`config.mk`:
```
export PLATFORM = sky130hd
export DESIGN_NAME = uart_tx_ctrl
export DESIGN_NICKNAME = d
export VERILOG_FILES = /design/src/rtl/uart_pkg.sv /design/src/rtl/tx_bit_timer.sv /design/src/rtl/uart_tx_ctrl.sv
export SDC_FILE = /design/constraint.sdc
export NUM_CORES = 1
export LEC_CHECK = 0
export CAP_MARGIN = 20
export CORE_UTILIZATION = 32
export CTS_CLUSTER_SIZE = 40
export DETAILED_ROUTE_END_ITERATION = 12
export GPL_TIMING_DRIVEN = 0
export SYNTH_ARGS = -nofsm -noshare
export SYNTH_HDL_FRONTEND = slang
export SYNTH_HIERARCHICAL = 1
export SYNTH_SLANG_ARGS = --single-unit
```
`constraint.sdc`:
```
create_clock -name clk -period 5.3 [get_ports clk]
set_clock_uncertainty 0.15 [all_clocks]
set_input_delay 1.325 -clock clk [delete_from_list [all_inputs] [get_ports clk]]
set_output_delay 1.325 -clock clk [all_outputs]
set_load 0.03 [all_outputs]
```
`src/rtl/uart_pkg.sv`:
```
// ---------------------------------------------------------------------------
// uart_pkg
// Shared definitions for the UART transmit path.
//   tx_state_t : frame sequencing states of the transmitter
//   LINE_IDLE  : level of the serial line between frames
//   START_LVL  : level of the start bit
//   STOP_LVL   : level of the stop bit(s)
// ---------------------------------------------------------------------------
package uart_pkg;

   typedef enum logic [2:0] {
      IDLE,
      START,
      DATA,
      PARITY,
      STOP
   } tx_state_t;

   localparam logic LINE_IDLE = 1'b1;
   localparam logic START_LVL = 1'b0;
   localparam logic STOP_LVL  = 1'b1;

endpackage

```
`src/rtl/tx_bit_timer.sv`:
```
// ---------------------------------------------------------------------------
// tx_bit_timer
// Divides the system clock into serial bit periods. The count runs
// 0..BIT_PERIOD-1 while enabled and wraps; bit_tick marks the last cycle of
// each bit so the controller can move on to the next bit on that edge.
// Ports:
//   clk      in  system clock
//   n_rst    in  synchronous active-low reset
//   clear    in  hold the count at zero (controller idle)
//   enable   in  count this cycle
//   bit_tick out last cycle of the current bit period
// ---------------------------------------------------------------------------
module tx_bit_timer #(
   parameter int BIT_PERIOD = 10
) (
   input  logic clk,
   input  logic n_rst,
   input  logic clear,
   input  logic enable,
   output logic bit_tick
);

   localparam int CW = (BIT_PERIOD > 1) ? $clog2(BIT_PERIOD) : 1;
   localparam logic [CW-1:0] LAST = CW'(BIT_PERIOD - 1);

   logic [CW-1:0] count_q;
   logic [CW-1:0] count_d;

   // Next count: clear wins, otherwise count up and wrap at the terminal count
   // so consecutive bits follow each other without a dead cycle.
   always_comb begin
      count_d  = count_q;
      bit_tick = enable && (count_q == LAST);
      if (clear) begin
         count_d = '0;
      end else if (enable) begin
         if (count_q == LAST) begin
            count_d = '0;
         end else begin
            count_d = count_q + CW'(1);
         end
      end
   end

   // Count register with synchronous reset.
   always_ff @(posedge clk) begin
      if (!n_rst) begin
         count_q <= '0;
      end else begin
         count_q <= count_d;
      end
   end

endmodule

```
`src/rtl/uart_tx_ctrl.sv`:
```
// ---------------------------------------------------------------------------
// uart_tx_ctrl
// UART transmitter. Takes one word per ready/valid handshake and sends it as
// start bit, data LSB-first, optional even parity bit, then stop bit(s).
// Ports:
//   clk        in  system clock, rising edge
//   n_rst      in  synchronous active-low reset
//   tx_data    in  word to send, captured on handshake
//   tx_valid   in  tx_data is valid
//   tx_ready   out accepting a word this cycle (idle only)
//   serial_out out registered serial line, idle high
//   tx_busy    out a frame is in progress
//   tx_done    out pulse in the final cycle of the last stop bit
// ---------------------------------------------------------------------------
module uart_tx_ctrl
   import uart_pkg::*;
#(
   parameter int DATA_BITS  = 8,
   parameter int BIT_PERIOD = 10,
   parameter int PARITY_EN  = 0,
   parameter int STOP_BITS  = 1
) (
   input  logic                 clk,
   input  logic                 n_rst,
   input  logic [DATA_BITS-1:0] tx_data,
   input  logic                 tx_valid,
   output logic                 tx_ready,
   output logic                 serial_out,
   output logic                 tx_busy,
   output logic                 tx_done
);

   localparam int IW = $clog2(DATA_BITS);
   localparam logic [IW-1:0] LAST_BIT = IW'(DATA_BITS - 1);

   tx_state_t state_q, state_d;
   logic [DATA_BITS-1:0] shift_q, shift_d;
   logic [IW-1:0] bit_idx_q, bit_idx_d;
   logic parity_q, parity_d;
   logic stop_idx_q, stop_idx_d;
   logic serial_q, serial_d;
   logic bit_tick;
   logic last_stop;

   // The timer only runs while a frame is on the line, so every frame starts
   // with a fresh, full-length start bit.
   tx_bit_timer #(
      .BIT_PERIOD(BIT_PERIOD)
   ) u_timer (
      .clk     (clk),
      .n_rst   (n_rst),
      .clear   (state_q == IDLE),
      .enable  (state_q != IDLE),
      .bit_tick(bit_tick)
   );

   assign last_stop = (STOP_BITS == 1) ? 1'b1 : stop_idx_q;

   // Frame sequencing. The shift register moves right at each data bit
   // boundary so its LSB is always the bit on the line. tx_done is raised
   // on the tick that ends the last stop bit, i.e. its final cycle.
   always_comb begin
      state_d    = state_q;
      shift_d    = shift_q;
      parity_d   = parity_q;
      bit_idx_d  = bit_idx_q;
      stop_idx_d = stop_idx_q;
      tx_done    = 1'b0;
      case (state_q)
         IDLE: begin
            bit_idx_d  = '0;
            stop_idx_d = 1'b0;
            if (tx_valid) begin
               shift_d  = tx_data;
               parity_d = ^tx_data;
               state_d  = START;
            end
         end
         START: begin
            if (bit_tick) begin
               state_d = DATA;
            end
         end
         DATA: begin
            if (bit_tick) begin
               shift_d = shift_q >> 1;
               if (bit_idx_q == LAST_BIT) begin
                  state_d = (PARITY_EN != 0) ? PARITY : STOP;
               end else begin
                  bit_idx_d = bit_idx_q + IW'(1);
               end
            end
         end
         PARITY: begin
            if (bit_tick) begin
               state_d = STOP;
            end
         end
         STOP: begin
            if (bit_tick) begin
               if (last_stop) begin
                  tx_done = 1'b1;
                  state_d = IDLE;
               end else begin
                  stop_idx_d = 1'b1;
               end
            end
         end
         default: begin
            state_d = IDLE;
         end
      endcase
   end

   // The line level is decoded from where the frame will be next cycle, so
   // the registered output lines up exactly with the state it belongs to.
   always_comb begin
      serial_d = LINE_IDLE;
      case (state_d)
         IDLE:    serial_d = LINE_IDLE;
         START:   serial_d = START_LVL;
         DATA:    serial_d = shift_d[0];
         PARITY:  serial_d = parity_d;
         STOP:    serial_d = STOP_LVL;
         default: serial_d = LINE_IDLE;
      endcase
   end

   // State and datapath registers; reset abandons any frame and drives the
   // line back to idle on the same edge.
   always_ff @(posedge clk) begin
      if (!n_rst) begin
         state_q    <= IDLE;
         shift_q    <= '0;
         parity_q   <= 1'b0;
         bit_idx_q  <= '0;
         stop_idx_q <= 1'b0;
         serial_q   <= LINE_IDLE;
      end else begin
         state_q    <= state_d;
         shift_q    <= shift_d;
         parity_q   <= parity_d;
         bit_idx_q  <= bit_idx_d;
         stop_idx_q <= stop_idx_d;
         serial_q   <= serial_d;
      end
   end

   assign tx_ready   = (state_q == IDLE);
   assign tx_busy    = (state_q != IDLE);
   assign serial_out = serial_q;

endmodule

```
==> qor.txt <==
=========================================================================================
Startpoint of the most critical register-to-register path                    state_q[0]$_SDFF_PN0_
Sort of element at the end of the critical path                                output pin
Main area contributors after synthesis                                       dfxtp_1 (38%), xnor2_1 (6.7%), a22oi_1 (5.7%)
Area of the die                                                                  3514 µm²
Pin count of the biggest net entering global routing                                   11
Overall global routing resource usage                                              0.1303
Post-CTS repair timing setup buffer count                                               0
Number of detailed-route iterations in the first pass                                   4
Clock Latency Late Sink                                                           0.30 ns
Final Max Tran Viols                                                                    0
Instance count of the mapped netlist                                                  108
Post-synth cell types                                                                  39
Pwr/cell area                                                                223.5 nW/µm²
Proportion of register bits with asynchronous set or reset after synthesis              0
Commonest cells in the netlist                                               dfxtp_1 (20), nand2_1 (9), a22oi_1 (8), xnor2_1 (8), a21boi_0 (7)
Share of synthesized area occupied by flip-flops and latches                       0.3814
Synth warn                                                                              6
Worst hold path class                                                        flip-flop to flip-flop
Sum of routed wire length over all layers                                         1928 µm
Vertical die dimension                                                           59.28 µm
Run status                                                                   finished clean
Via count                                                                             835
Wire length of the first global-routing pass                                      3367 µm
Biggest area consumer among synthesized cells                                     dfxtp_1
1st-iter DRT viols                                                                     33
DR WL/cell                                                                       11.41 µm
Global Route met1 Usage                                                            0.1484
Met2 Use GR                                                                        0.2311
Max-cap check violation count                                                           0
Crit path kind                                                               flip-flop to output pin
Unrepaired setup endpoints after global routing                                     false
Clock slew seen by the registers of the worst setup and hold paths                0.11 ns
Average footprint of a synthesized cell                                         9.720 µm²
Ys flop type                                                                      dfxtp_1
Post-Route Hold Slack                                                           0.3245 ns
Worst-case clock buffer depth                                                           2
FMAX                                                                            228.3 MHz
GPL Wtd Cong                                                                       0.7227
Antenna-violating nets left                                                             0
Total inserted antenna cells                                                            0
Number of top-level pins                                                               15
FP Rows                                                                                20
Nets@finish                                                                           140
Worst min-delay path startpoint                                              shift_q[3]$_SDFFE_PN0P_
Average vias per placed instance                                                    4.941
CP Data Arrival Time                                                              2.90 ns
Clock tree from TritonCTS                                                           built
Die boundary width                                                               59.28 µm
Worst ir drop on vdd                                                         0.00009901 V
Yosys top cell area share                                                          0.3814
CTS Sinks                                                                              20
CTS Hold Buffers Added                                                                  0
Slew headroom                                                                      0.4677
Post-Synthesis Cell Area                                                         1050 µm²
Max H-tree Level                                                                        1
Final hold violation count                                                              0
Resized Gates After CTS                                                                 0
Final sum of negative setup slack                                                    0 ns
Least-Margin Pin Slew                                                           0.7967 ns
Number of endpoints failing setup at the final stage                                    0
Worst setup path start                                                       state_q[0]$_SDFF_PN0_
# DRC                                                                                   0
CTS root buffer                                                                  clkbuf_4
Largest driver fanout on the critical path                                              9
Static leakage                                                                  0.4216 nW
Final critical-path share of the clock period                                      0.8263
Data required, critical path                                                      3.83 ns
Share of post-route cells with drive strength above 1                              0.1200
FF+latch count, synth                                                                  20
Number of antenna violations at the first check in global routing                       0
Layout Area Growth over Synthesis                                                  20.74%
Port Buffer Count                                                                      14
Post-synth EDFFs                                                                        0
Core region area                                                                 3078 µm²
Met3 global-route usage                                                           0.02620
Most repeated cell in the gate-level netlist after synthesis                      dfxtp_1
Final global-route overflow total                                                       0
Highest-utilization routing layer at the global route stage                          met2
Total CTS buffers                                                                       3
Post-layout minimum cycle time                                                   4.380 ns
Effective utilization at floorplan                                                 0.3411
Number of global-route vias before repair                                             810
Post-detailed-placement half-perimeter wirelength                                 1501 µm
Startpoint class of the critical path                                           flip-flop
Synthesized Nets                                                                      121
=========================================================================================
[per-layer routing]
metal	wire, µm	vias up
li1	-	429
met1	862	384
met2	965	17
met3	65	5
met4	35	0
met5	0	-
[per-stage QoR]
step | worst slack (ns) | utilization | power (mW) | area (µm²) | cells
floorplan | 1.891 | - | 0.1957 | 1050 | 108
global placement | 1.263 | 0.4045 | 0.2141 | 1245 | 166
detailed placement | 1.254 | 0.4045 | 0.2148 | 1245 | 166
CTS | 0.8978 | 0.4118 | 0.2882 | 1267 | 169
global route | 0.7234 | 0.4118 | 0.3011 | 1267 | 169
finish | 0.9204 | 0.4118 | 0.2832 | 1267 | 169
[power breakdown]
part / switching (mW) / internal, mW / leakage (nW) / total, mW
Clock: 0.0458 / 0.0265 / 0.0138 / 0.0723
Sequential: 0.00449 / 0.157 / 0.163 / 0.161
Combinational: 0.0236 / 0.0261 / 0.245 / 0.0497
Total: 0.0739 / 0.209 / 0.422 / 0.283
[registers in the layout, summed over array words and instances, names as in the netlist]
signal           cells
parity_q             1
state_q              3
u_timer/count_q      4
bit_idx_q            3
serial_out           1
shift_q              8
[cells by family (layout without fill, tap and decap cells)]
kind of cell,after synthesis,in the layout,share of synthesized area
adder cells (fa/ha/maj),2,2,0.02383
AO/OA/AOI/OAI,32,32,0.2110
buffers and inverters,7,24,0.04647
multiplexers,1,1,0.009536
XOR/XNOR,9,9,0.07509
AND/OR/NAND/NOR,37,37,0.2527
flip-flops,20,20,0.3814
[final timing paths]
kind                                  end  slack [ns]  cells past startpoint
hold / removal    shift_q[3]$_SDFFE_PN0P_        0.32                      2
setup reg to reg    serial_out$_SDFF_PN1_        2.31                      8
setup / recovery                  tx_done        0.92                      5
hold reg to reg   shift_q[3]$_SDFFE_PN0P_        0.32                      2
[cell type report]
cell class | instances | area [µm²]
plain buffers | 5 | 41.29
flip-flops and latches | 20 | 400.4
inverters | 2 | 7.507
multi-input cells | 81 | 600.6
fillers | 328 | 1810
clock buffers | 3 | 22.52
repair buffers | 14 | 140.1
well taps | 44 | 55.05
[cell usage in the layout (no fill, tap or decap), types with 2 or more instances in the layout]
cell	netlist	final
dfxtp_1	20	20
ha_1	2	2
clkbuf_4	0	3
a22oi_1	8	8
o21ai_0	5	5
buf_4	2	2
o21a_1	2	2
nor2b_1	6	6
xnor2_1	8	8
nand2_1	9	9
a21oi_1	4	4
clkdlybuf4s50_1	0	14
nor3b_1	4	4
or3_1	2	2
nor2_1	3	3
buf_6	2	2
a21boi_0	7	7
[worst max-delay path, stage by stage, from the launching register on]
cell             delay, ns
dfxtp_1               0.56
or3_1                 0.30
nand2_2               0.10
nor3b_1               0.66
and4bb_2              0.32
clkdlybuf4s50_1       0.66
No activity file was read; power rests on OpenSTA's default activity.
